`config.mk`:
```
export PLATFORM = sky130hd
export DESIGN_NAME = axis_burst_gen
export DESIGN_NICKNAME = d
export VERILOG_FILES = /design/src/rtl/axis_burst_gen.sv
export SDC_FILE = /design/constraint.sdc
export NUM_CORES = 1
export LEC_CHECK = 0
export ABC_AREA = 1
export ABC_CLOCK_PERIOD_IN_PS = 4350
export BUFFER_PORTS_ARGS = -buffer_cell sky130_fd_sc_hd__buf_2
export CAP_MARGIN = 20
export CELL_PAD_IN_SITES_DETAIL_PLACEMENT = 1
export CELL_PAD_IN_SITES_GLOBAL_PLACEMENT = 1
export CORE_MARGIN = 2
export CORE_UTILIZATION = 25
export CTS_BUF_LIST = sky130_fd_sc_hd__clkbuf_4 sky130_fd_sc_hd__clkbuf_8
export CTS_CLUSTER_DIAMETER = 120
export DETAILED_ROUTE_END_ITERATION = 8
export GPL_ROUTABILITY_DRIVEN = 0
export PLACE_DENSITY_LB_ADDON = 0.1
export SETUP_SLACK_MARGIN = 0.02
export SYNTH_ARGS = -nofsm -noshare
export SYNTH_HDL_FRONTEND = slang
export SYNTH_SLANG_ARGS = --single-unit
export TNS_END_PERCENT = 10
```
`constraint.sdc`:
```
create_clock -name aclk -period 4.35 [get_ports aclk]
set_input_delay 0.87 -clock aclk [delete_from_list [all_inputs] [get_ports aclk]]
set_output_delay 0.87 -clock aclk [all_outputs]
set_load 0.03 [all_outputs]
```
`src/rtl/axis_burst_gen.sv`:
```
// AXI-Stream pulse-burst generator: emits packed DAC beats that form a rectangular
// pulse train, either continuously or as a counted single-shot burst.
module axis_burst_gen #(
  parameter int SAMPLE_WIDTH     = 16,
  parameter int SAMPLES_PER_BEAT = 4,
  parameter int CNT_WIDTH        = 32
) (
  input  logic                                     aclk,
  input  logic                                     areset,
  input  logic [CNT_WIDTH-1:0]                     cfg_period,
  input  logic [CNT_WIDTH-1:0]                     cfg_width,
  input  logic signed [SAMPLE_WIDTH-1:0]           cfg_amplitude,
  input  logic                                     cfg_single,
  input  logic [CNT_WIDTH-1:0]                     cfg_count,
  input  logic                                     start,
  input  logic                                     stop,
  output logic [SAMPLE_WIDTH*SAMPLES_PER_BEAT-1:0] m_axis_tdata,
  output logic                                     m_axis_tvalid,
  output logic                                     m_axis_tlast,
  input  logic                                     m_axis_tready,
  output logic                                     trigger_out,
  output logic                                     busy
);

  localparam int DATA_W = SAMPLE_WIDTH * SAMPLES_PER_BEAT;
  // Sample index b*SPB+k needs at most CNT_WIDTH+4 bits for SPB <= 16.
  localparam int IDX_W  = CNT_WIDTH + 5;

  typedef enum logic {S_IDLE, S_RUN} state_t;

  state_t                         r_state, w_state_nxt;
  logic [CNT_WIDTH-1:0]           r_period, r_width, r_count;
  logic signed [SAMPLE_WIDTH-1:0] r_amp;
  logic                           r_single;
  logic [CNT_WIDTH-1:0]           r_beat, r_burst;
  logic                           r_stop_pend;
  logic                           r_trig;

  logic              w_run, w_start, w_hs, w_last, w_burst_done, w_finish;
  logic [IDX_W-1:0]  w_base;
  logic [DATA_W-1:0] w_tdata;

  function automatic logic signed [SAMPLE_WIDTH-1:0] lane_val(
    input logic [IDX_W-1:0]            idx,
    input logic [IDX_W-1:0]            lim,
    input logic signed [SAMPLE_WIDTH-1:0] amp
  );
    return (idx < lim) ? amp : '0;
  endfunction

  assign w_run        = (r_state == S_RUN);
  assign w_start      = (r_state == S_IDLE) && start;
  assign w_hs         = w_run && m_axis_tready;
  assign w_last       = (r_beat == r_period - CNT_WIDTH'(1));
  assign w_burst_done = r_single && (r_burst == r_count - CNT_WIDTH'(1));
  // A stop arriving on the closing handshake itself also ends the burst here.
  assign w_finish     = w_hs && w_last && (w_burst_done || r_stop_pend || stop);
  assign w_base       = IDX_W'(r_beat) * IDX_W'(SAMPLES_PER_BEAT);

  always_ff @(posedge aclk) begin
    if (areset) r_state <= S_IDLE;
    else        r_state <= w_state_nxt;
  end

  always_comb begin
    w_state_nxt = r_state;
    case (r_state)
      S_IDLE:  if (start)    w_state_nxt = S_RUN;
      S_RUN:   if (w_finish) w_state_nxt = S_IDLE;
      default: w_state_nxt = S_IDLE;
    endcase
  end

  always_ff @(posedge aclk) begin
    if (areset) begin
      r_period    <= '0;
      r_width     <= '0;
      r_count     <= '0;
      r_amp       <= '0;
      r_single    <= 1'b0;
      r_beat      <= '0;
      r_burst     <= '0;
      r_stop_pend <= 1'b0;
      r_trig      <= 1'b0;
    end else begin
      r_trig <= w_hs && (r_beat == '0);
      if (w_start) begin
        r_period    <= (cfg_period == '0) ? CNT_WIDTH'(1) : cfg_period;
        r_count     <= (cfg_count == '0) ? CNT_WIDTH'(1) : cfg_count;
        r_width     <= cfg_width;
        r_amp       <= cfg_amplitude;
        r_single    <= cfg_single;
        r_beat      <= '0;
        r_burst     <= '0;
        r_stop_pend <= 1'b0;
      end else if (w_run) begin
        if (stop) r_stop_pend <= 1'b1;
        if (w_hs) begin
          if (w_last) begin
            r_beat  <= '0;
            r_burst <= r_burst + CNT_WIDTH'(1);
          end else begin
            r_beat  <= r_beat + CNT_WIDTH'(1);
          end
        end
        if (w_finish) r_stop_pend <= 1'b0;
      end
    end
  end

  // Lanes depend only on registered state, so they hold steady through stalls.
  always_comb begin
    w_tdata = '0;
    if (w_run) begin
      for (int k = 0; k < SAMPLES_PER_BEAT; k++) begin
        w_tdata[k*SAMPLE_WIDTH +: SAMPLE_WIDTH] =
          lane_val(w_base + IDX_W'(k), IDX_W'(r_width), r_amp);
      end
    end
  end

  assign m_axis_tdata  = w_tdata;
  assign m_axis_tvalid = w_run;
  assign m_axis_tlast  = w_run && w_last;
  assign trigger_out   = r_trig;
  assign busy          = w_run;

endmodule

```
==> impl_metrics.json, run 1 <==
{
  "port_buffers": 185,
  "status": "complete, no violations",
  "synth_most_common_cell": "nand2_1",
  "fin_worst_skew_ps": 15.70,
  "critical_path_buf_inv_count": 3,
  "syn_to_final_growth_pct": 15.74,
  "min_period_ps": 4137,
  "synth_commonest_cells": "nand2_1 (445), nor2_1 (297), inv_1 (192)",
  "path_cells": "ha_1 > a21oi_1 > o21bai_1 > a21oi_1 > a21oi_1 > or2_2 > a21oi_2 > buf_4 > o21ai_1 > buf_4 > nor2_1 > buf_2",
  "ys_warn_count": 0,
  "fmax_mhz": 241.7,
  "cp-end-kind": "output pin",
  "ios": 186,
  "clockBufferDepth": 2,
  "yosysSeqAreaShare": 0.2909,
  "cts_inserted_buffers": 17,
  "drt-total-wl_mm": 50.23,
  "start_util": 0.2530,
  "core_mm2": 0.04895,
  "p_leak_uw": 0.006577,
  "die_y_um": 226.6,
  "ys.flop_type": "dfxtp_1",
  "synth_cell_types": 44,
  "r2r-start": "r_period[0]$_SDFFE_PP0P_",
  "fillers": 6251,
  "finalHoldViolCount": 0,
  "finalNetCount": 2240,
  "cts_root_buffer": "clkbuf_8",
  "grt_pass1_vias": 13620,
  "post-route-period-util": 0.9510,
  "viasPerCell": 4.749,
  "path_delay_family": "compound AO/OA/AOI/OAI gates",
  "drive_above_1_share": 0.1401,
  "drc": 0,
  "postSynthNetCount": 2091,
  "grt_pass1_wl_mm": 78.62,
  "cts.sinks": 180,
  "r2r_cells": 15,
  "grt_start_max_net_pins": 87,
  "worstSetupStartpointType": "register",
  "crit_fanout": 17,
  "fp-row-count": 81,
  "cp.depth": 12,
  "drt_pass1_iterations": 5,
  "cp_slowest_cell": "dfxtp_1",
  "antenna_found_initial": 10,
  "hpwl_mm": 40.67,
  "tightest_slew_ps": 1040,
  "cp-startpoint": "r_beat[22]$_SDFFE_PP0P_",
  "arrival_ps": 3270,
  "critPathRequiredTime_ps": 3480,
  "synth_top_area_cell": "dfxtp_1",
  "holdWs_ps": 466.9,
  "syn_area_per_cell_um2": 6.394,
  "globalRoute.totalOverflow": 0,
  "max_stage_delay_ps": 590,
  "cts_setup_buffers": 0,
  "min_path_cells": 2,
  "wire_per_inst_um": 18.17,
  "antenna_left": 0,
  "async_flop_share": 0,
  "drtIter0Drc": 569,
  "synth_edf_count": 0,
  "syn_area_mm2": 0.01239,
  "power_uw": 4076,
  "hp-class": "reg2reg",
  "synth_area_leaders": "dfxtp_1 (29%), nand2_1 (13%), nor2_1 (9.0%)",
  "peakVddDrop_mv": 0.1457,
  "rsz0062_at_grt": "yes",
  "crit_top_cell": "a21oi_1",
  "finalSetupViolCount": 0,
  "cts_tree": "done",
  "grtUsageTotal": 0.2019,
  "synth.ff_latch_count": 180,
  "slew_headroom": 0.3006,
  "drv_cap": 0,
  "netlist.area_leader.share": 0.2909,
  "die_w_um": 226.6,
  "fin_setup_tns_ps": 0,
  "criticalPathCategory": "reg2out",
  "powerDensity_mw_per_mm2": 284.3,
  "clock_latency_ps": 580,
  "slew_violations": 0,
  "routed-via-count": 13130,
  "hp-start": "r_width[15]$_SDFFE_PP0P_",
  "clkTransAtPathRegs_ps": 90,
  "cts_max_level": 4,
  "synth_cells": 1937,
  "dieArea_mm2": 0.05134
}
==> kinds of logic after synthesis <==
group | synth area share
DFF | 0.2909
buffers and inverters | 0.08940
xor gates and xnor gates | 0.08304
AOI/OAI and AO/OA | 0.09395
and+or+nand+nor | 0.4063
adders and majority gates | 0.03637
==> timing repair <==
action / in CTS / in global routing
setup endpoints to repair: 16 / 7
resized for setup: 1 / 1
cloned: 0 / 0
hold buffers: 0 / 0
==> cells in the final DEF (no fill, tap or decap), types with 14 or more instances in the layout <==
cell      Yosys  routed
nand2_1     445     444
nor2_1      297     296
inv_1       192     191
buf_2         6     185
dfxtp_1     180     180
nand3_1     140     139
o21ai_0     102     102
a21oi_1     100     100
xor2_1       88      88
nand4_1      82      82
nor3_1       38      38
ha_1         36      36
nor4_1       33      33
nand3b_1     28      28
xnor2_1      25      25
clkbuf_8      0      17
nor2_2       14      14
buf_4         4      14
==> power by group <==
group | switching [uW] | internal [uW]
Sequential | 67.7 | 1720
Combinational | 735 | 333
Clock | 701 | 518
==> per-layer routing <==
metal,global-route usage,up-vias,routed length [um]
met2,0.3084,217,21320
met3,0.04497,54,2241
met4,0.05815,16,886
met1,0.2827,6233,25690
li1,-,6610,-
met5,0,-,82
==> per-stage QoR <==
step	setup slack, ps	cells	util	instance area, um2
finish	213.0	2765	0.2928	14340
global route	6.429	2765	0.2928	14340
CTS	162.2	2763	0.2926	14320
detailed placement	668.4	2731	0.2846	13930
global placement	789.6	2731	0.2846	13930
floorplan	1081	1937	-	12390
==> layout make-up <==
class,instances,area [um2],area share
Antenna cell,2,5.005,0.0003491
Clock buffer,19,249.0,0.01737
Clock inverter,13,135.1,0.009427
Inverter,203,763.2,0.05324
Multi-Input combinational cell,1484,7697,0.5370
Sequential cell,180,3603,0.2514
Tap cell,664,830.8,0.05796
Timing Repair Buffer,200,1051,0.07332
==> state kept, by name, indices dropped and copies added, names as in the netlist, 16 cells and up <==
name / cells
r_burst: 32
r_period: 32
r_beat: 32
r_width: 32
r_count: 32
r_amp: 16
==> worst reg2reg max path, stage by stage (launching register included) <==
cell and delay [ps]:
dfxtp_1 330, inv_2 100, ha_1 240, nand3_2 150, nor2_4 240, nand2_1 120, nor2_2 160, nand2_1 70
nand2_1 120, nand2_1 70, nor2_1 130, nand2_2 100, nor2_8 420, nand3_4 470, nand2_1 190, a21oi_1 70
==> worst paths after layout <==
path | end | slack (ps)
max | m_axis_tdata[49] | 210
min | r_width[15]$_SDFFE_PP0P_ | 470
max reg2reg | r_burst[30]$_SDFFE_PP0P_ | 1230
min reg2reg | r_width[15]$_SDFFE_PP0P_ | 470
Power figures use the tool's default switching activity.
==> run 2: changes to the inputs <==
--- a/config.mk
+++ b/config.mk
@@ -7,7 +7,6 @@
 export LEC_CHECK = 0
 export ABC_AREA = 1
 export ABC_CLOCK_PERIOD_IN_PS = 4350
-export BUFFER_PORTS_ARGS = -buffer_cell sky130_fd_sc_hd__buf_2
 export CAP_MARGIN = 20
 export CELL_PAD_IN_SITES_DETAIL_PLACEMENT = 1
 export CELL_PAD_IN_SITES_GLOBAL_PLACEMENT = 1
@@ -16,6 +15,7 @@
 export CTS_BUF_LIST = sky130_fd_sc_hd__clkbuf_4 sky130_fd_sc_hd__clkbuf_8
 export CTS_CLUSTER_DIAMETER = 120
 export DETAILED_ROUTE_END_ITERATION = 8
+export DONT_BUFFER_PORTS = 1
 export GPL_ROUTABILITY_DRIVEN = 0
 export PLACE_DENSITY_LB_ADDON = 0.1
 export SETUP_SLACK_MARGIN = 0.02
==> run 2 against run 1 <==
Clock skew grew 2.0 ps. Register-to-register slack gained 40 ps. Via count shrank 5.0%. Sequential share of layout area grew 1.2 points. First-iteration DRC count grew 16%. Clock power grew 7%. Fmax grew 1.5%. Global-route usage shrank 0.35 points. Critical path depth shrank 2. Design area shrank 4.4%. Routed wire length shrank 2.0%. Non-clock buffer count shrank 149. Highest routed layer unchanged.
==> impl_metrics.json, run 2 (synthesized netlist as in run 1, its figures left out) <==
{
  "status": "complete, no violations",
  "fin_worst_skew_ps": 17.71,
  "drive_above_1_share": 0.07542,
  "cts_tree": "done",
  "cts.sinks": 180,
  "path_delay_family": "simple AND/OR/NAND/NOR gates",
  "ios": 186,
  "grt_pass1_wl_mm": 76.68,
  "hpwl_mm": 39.61,
  "finalNetCount": 2091,
  "finalSetupViolCount": 0,
  "hp-class": "in2reg",
  "syn_to_final_growth_pct": 10.60,
  "clkTransAtPathRegs_ps": 110,
  "peakVddDrop_mv": 0.1700,
  "die_y_um": 226.6,
  "finalHoldViolCount": 0,
  "wire_per_inst_um": 18.83,
  "routed-via-count": 12480,
  "viasPerCell": 4.775,
  "grtUsageTotal": 0.1983,
  "globalRoute.totalOverflow": 0,
  "fmax_mhz": 245.4,
  "grt_pass1_vias": 12890,
  "holdWs_ps": 357.0,
  "powerDensity_mw_per_mm2": 297.9,
  "tightest_slew_ps": 856.8,
  "cp_slowest_cell": "dfxtp_1",
  "min_period_ps": 4075,
  "cts_inserted_buffers": 17,
  "crit_top_cell": "a21oi_1",
  "layout_common_cells": "nand2_1 (444), nor2_1 (295), inv_1 (191)",
  "place_area_mm2": 0.01328,
  "fp-row-count": 81,
  "antenna_left": 0,
  "clockBufferDepth": 2,
  "drt_pass1_iterations": 5,
  "drt-total-wl_mm": 49.21,
  "fillers": 6221,
  "fin_setup_tns_ps": 0,
  "drv_cap": 0,
  "drc": 0,
  "dieArea_mm2": 0.05134,
  "p_leak_uw": 0.005961,
  "core_mm2": 0.04895,
  "n_antenna_cell": 0,
  "final_common_cell": "nand2_1",
  "critPathRequiredTime_ps": 3480,
  "criticalPathCategory": "reg2out",
  "cts_root_buffer": "clkbuf_8",
  "antenna_found_initial": 2,
  "port_buffers": 0,
  "critical_path_buf_inv_count": 1,
  "rsz0062_at_grt": "no",
  "final_area_mm2": 0.01370,
  "slew_headroom": 0.4288,
  "drtIter0Drc": 659,
  "cp-end-kind": "output pin",
  "worstSetupStartpointType": "register",
  "arrival_ps": 3200,
  "cts_setup_buffers": 0,
  "clock_latency_ps": 580,
  "start_util": 0.2530,
  "max_stage_delay_ps": 550,
  "post-route-period-util": 0.9367,
  "cts_max_level": 4,
  "grt_start_max_net_pins": 87,
  "crit_fanout": 17,
  "slew_violations": 0,
  "path_cells": "ha_1 > a21oi_1 > o21ai_0 > nand2_1 > a21oi_1 > or2_2 > a21oi_2 > buf_4 > nand3b_1 > nor2_1",
  "die_w_um": 226.6
}
-- run 2: cell types whose count changed in the layout (fill, tap and decap cells not counted), sizes merged --
cell,previous run,this run
buf,200,51
clkinvlp,5,2
inv,202,205
clkbuf,19,17
diode,2,0
bufinv,2,3
-- run 2: what timing repair did --
| item | in CTS | in global routing |
|---|---|---|
| resized for setup | 1 | 3 |
| hold buffers | 0 | 0 |
| setup endpoints to repair | 8 | 23 |
| pin swaps | 0 | 0 |
-- run 2: metrics by stage --
step / util / worst slack [ps] / power [uW] / instances
3_5_place_dp: 0.2712 / 698.2 / 2829 / 2582
5_1_grt: 0.2798 / 48.22 / 4370 / 2613
4_1_cts: 0.2797 / 138.7 / 4166 / 2613
2_1_floorplan: - / 1081 / 2549 / 1937
6_report: 0.2798 / 275.4 / 4080 / 2613
3_3_place_gp: 0.2712 / 789.0 / 2823 / 2582
-- run 2: report_power, final --
part / total [uW] / switching [uW] / internal [uW]
combinational: 994 / 696 / 297
clock: 1300 / 727 / 570
sequential: 1790 / 67.8 / 1720
total: 4080 / 1490 / 2590
-- run 2: path summary, 6_finish.rpt --
kind | startpoint | endpoint | slack, ps | cells after the start
max reg2reg | r_period[0]$_SDFFE_PP0P_ | r_burst[25]$_SDFFE_PP0P_ | 1270 | 13
max | r_beat[20]$_SDFFE_PP0P_ | m_axis_tdata[32] | 280 | 10
min | areset | r_period[0]$_SDFFE_PP0P_ | 360 | 1
min reg2reg | r_width[13]$_SDFFE_PP0P_ | r_width[13]$_SDFFE_PP0P_ | 470 | 2
-- run 2: metal layers --
metal  track usage  vias to the layer above  part of all wire  routed length (um)
met4       0.04096                        4            0.0095                 469
met1        0.2786                     5937              0.51               24940
met5             0                        -           0.00053                  26
met3       0.05132                       25             0.052                2536
met2        0.3041                      200              0.43               21240
li1              -                     6310                 -                   -
-- run 2: final cells by class --
class / instances / area, um2 / share of cell area
multi-input combinational: 1484 / 7692 / 0.5616
sequential: 180 / 3606 / 0.2632
tap: 664 / 830.8 / 0.06065
inverter: 203 / 763.2 / 0.05572
timing repair buffer: 51 / 395.4 / 0.02886
clock buffer: 17 / 234.0 / 0.01708
clock inverter: 14 / 176.4 / 0.01288
==> run 3: changes to the inputs <==
--- a/config.mk
+++ b/config.mk
@@ -18,7 +18,8 @@
 export DONT_BUFFER_PORTS = 1
 export GPL_ROUTABILITY_DRIVEN = 0
 export PLACE_DENSITY_LB_ADDON = 0.1
-export SETUP_SLACK_MARGIN = 0.02
+export SETUP_SLACK_MARGIN = 0.4
+export SKIP_LAST_GASP = 1
 export SYNTH_ARGS = -nofsm -noshare
 export SYNTH_HDL_FRONTEND = slang
 export SYNTH_SLANG_ARGS = --single-unit
==> run 3 against run 2 <==
Hold slack improved by 3.0 ps. Via count is 0.55% higher. Cell count is 0.11% higher. Total power is 0.31% higher. Sequential cell count did not move. Clock-buffer cell count stayed put. Routed wire length up 1.1%. First-iteration DRC count shrank 6.2%. Sequential power about the same. Clock skew grew 1.8 ps. Clock power barely moved. Utilization up 0.41 points.
==> impl_metrics.json, run 3 (synthesized netlist as in run 1, its figures left out) <==
{
  "cts.sinks": 180,
  "wire_per_inst_um": 19.01,
  "slew_headroom": 0.4293,
  "crit_fanout": 5,
  "cts_root_buffer": "clkbuf_8",
  "tightest_slew_ps": 856.0,
  "hp-class": "in2reg",
  "final_common_cell": "nand2_1",
  "powerDensity_mw_per_mm2": 294.5,
  "critPathRequiredTime_ps": 3480,
  "drc": 0,
  "arrival_ps": 3000,
  "layout_common_cells": "nand2_1 (442), nor2_1 (286), inv_1 (190)",
  "status": "complete, no violations",
  "grt_start_max_net_pins": 87,
  "hpwl_mm": 39.61,
  "rsz0062_at_grt": "yes",
  "ios": 186,
  "syn_to_final_growth_pct": 12.20,
  "dieArea_mm2": 0.05134,
  "drive_above_1_share": 0.09529,
  "die_w_um": 226.6,
  "drt_pass1_iterations": 5,
  "n_antenna_cell": 0,
  "finalSetupViolCount": 0,
  "cts_inserted_buffers": 17,
  "peakVddDrop_mv": 0.1681,
  "cp-end-kind": "output pin",
  "clkTransAtPathRegs_ps": 110,
  "finalNetCount": 2094,
  "clockBufferDepth": 2,
  "drt-total-wl_mm": 49.73,
  "grtUsageTotal": 0.1984,
  "cts_max_level": 4,
  "start_util": 0.2530,
  "drv_cap": 0,
  "fp-row-count": 81,
  "grt_pass1_vias": 12890,
  "globalRoute.totalOverflow": 0,
  "fin_worst_skew_ps": 19.49,
  "port_buffers": 0,
  "cts_hold_buffers": 0,
  "die_y_um": 226.6,
  "fin_setup_tns_ps": 0,
  "p_leak_uw": 0.006010,
  "finalHoldViolCount": 0,
  "post-route-period-util": 0.8893,
  "min_period_ps": 3869,
  "cts_tree": "done",
  "slew_violations": 0,
  "core_mm2": 0.04895,
  "drtIter0Drc": 618,
  "fillers": 6208,
  "criticalPathCategory": "reg2out",
  "worstSetupStartpointType": "register",
  "fmax_mhz": 258.5,
  "antenna_found_initial": 2,
  "grt_pass1_wl_mm": 76.69,
  "clock_latency_ps": 580,
  "finalCoreUtilization": 0.2839,
  "routed-via-count": 12550,
  "viasPerCell": 4.795,
  "antenna_left": 0
}
-- run 3: cell count changes in the layout (fill, tap and decap cells not counted), sizes merged --
cell | previous run | this run
buf | 51 | 52
clkbuf | 17 | 19
-- run 3: area by class of cell --
type,count,area (um2),area share
well taps,664,830.8,0.05978
clock inverters,14,176.4,0.01269
inverters,203,763.2,0.05492
clock buffers,17,234.0,0.01684
flip-flops and latches,180,3640,0.2619
repair buffers,54,450.4,0.03241
multi-input cells,1484,7802,0.5614
-- run 3: worst paths after layout --
path / startpoint / endpoint / slack, ps / cells past startpoint
setup / recovery: r_beat[20]$_SDFFE_PP0P_ / m_axis_tdata[40] / 480 / 10
hold / removal: areset / r_period[0]$_SDFFE_PP0P_ / 360 / 1
hold reg to reg: r_width[13]$_SDFFE_PP0P_ / r_width[13]$_SDFFE_PP0P_ / 470 / 2
setup reg to reg: r_period[0]$_SDFFE_PP0P_ / r_burst[25]$_SDFFE_PP0P_ / 1320 / 13
-- run 3: timing repair --
item | in CTS | in global routing
gates cloned | 0 | 2
gates resized for setup | 10 | 47
pin swaps | 0 | 3
setup endpoints to repair | 65 | 65
setup buffers | 0 | 1
-- run 3: critical path, cell delays in order, from the launching register on --
cell and delay (ps):
dfxtp_4 400, ha_1 320, a21oi_1 140, o21ai_1 110
nand2_1 80, a21oi_1 60, or2_2 300, a21oi_4 240
clkbuf_16 200, nand3b_1 100, nor2_1 450
-- run 3: through the flow --
stage                     instances  total power, uW  worst slack [ps]  hold slack, ps  area (um2)
final                          2616             4093             481.4           360.0       13900
after global routing           2616             4378             287.6           293.7       13900
after CTS                      2613             4167             259.2           287.1       13720
after detailed placement       2582             2829             698.2           458.2       13280
after global placement         2582             2823             789.0           453.4       13280
after floorplan                1937             2549              1081           430.3       12390
-- run 3: power breakdown --
group | internal, uW | switching (uW) | total (uW)
sequential | 1720 | 68.1 | 1790
clock | 570 | 729 | 1300
combinational | 303 | 704 | 1010
total | 2590 | 1500 | 4090
-- run 3: metal layers --
metal	share of wire	GRT usage	vias to the layer above	wire length, um
met5	0.00052	0	-	26
met4	0.010	0.04096	4	495
met3	0.049	0.05132	28	2428
met2	0.44	0.3042	186	21780
met1	0.50	0.2786	6017	25000
li1	-	-	6310	-
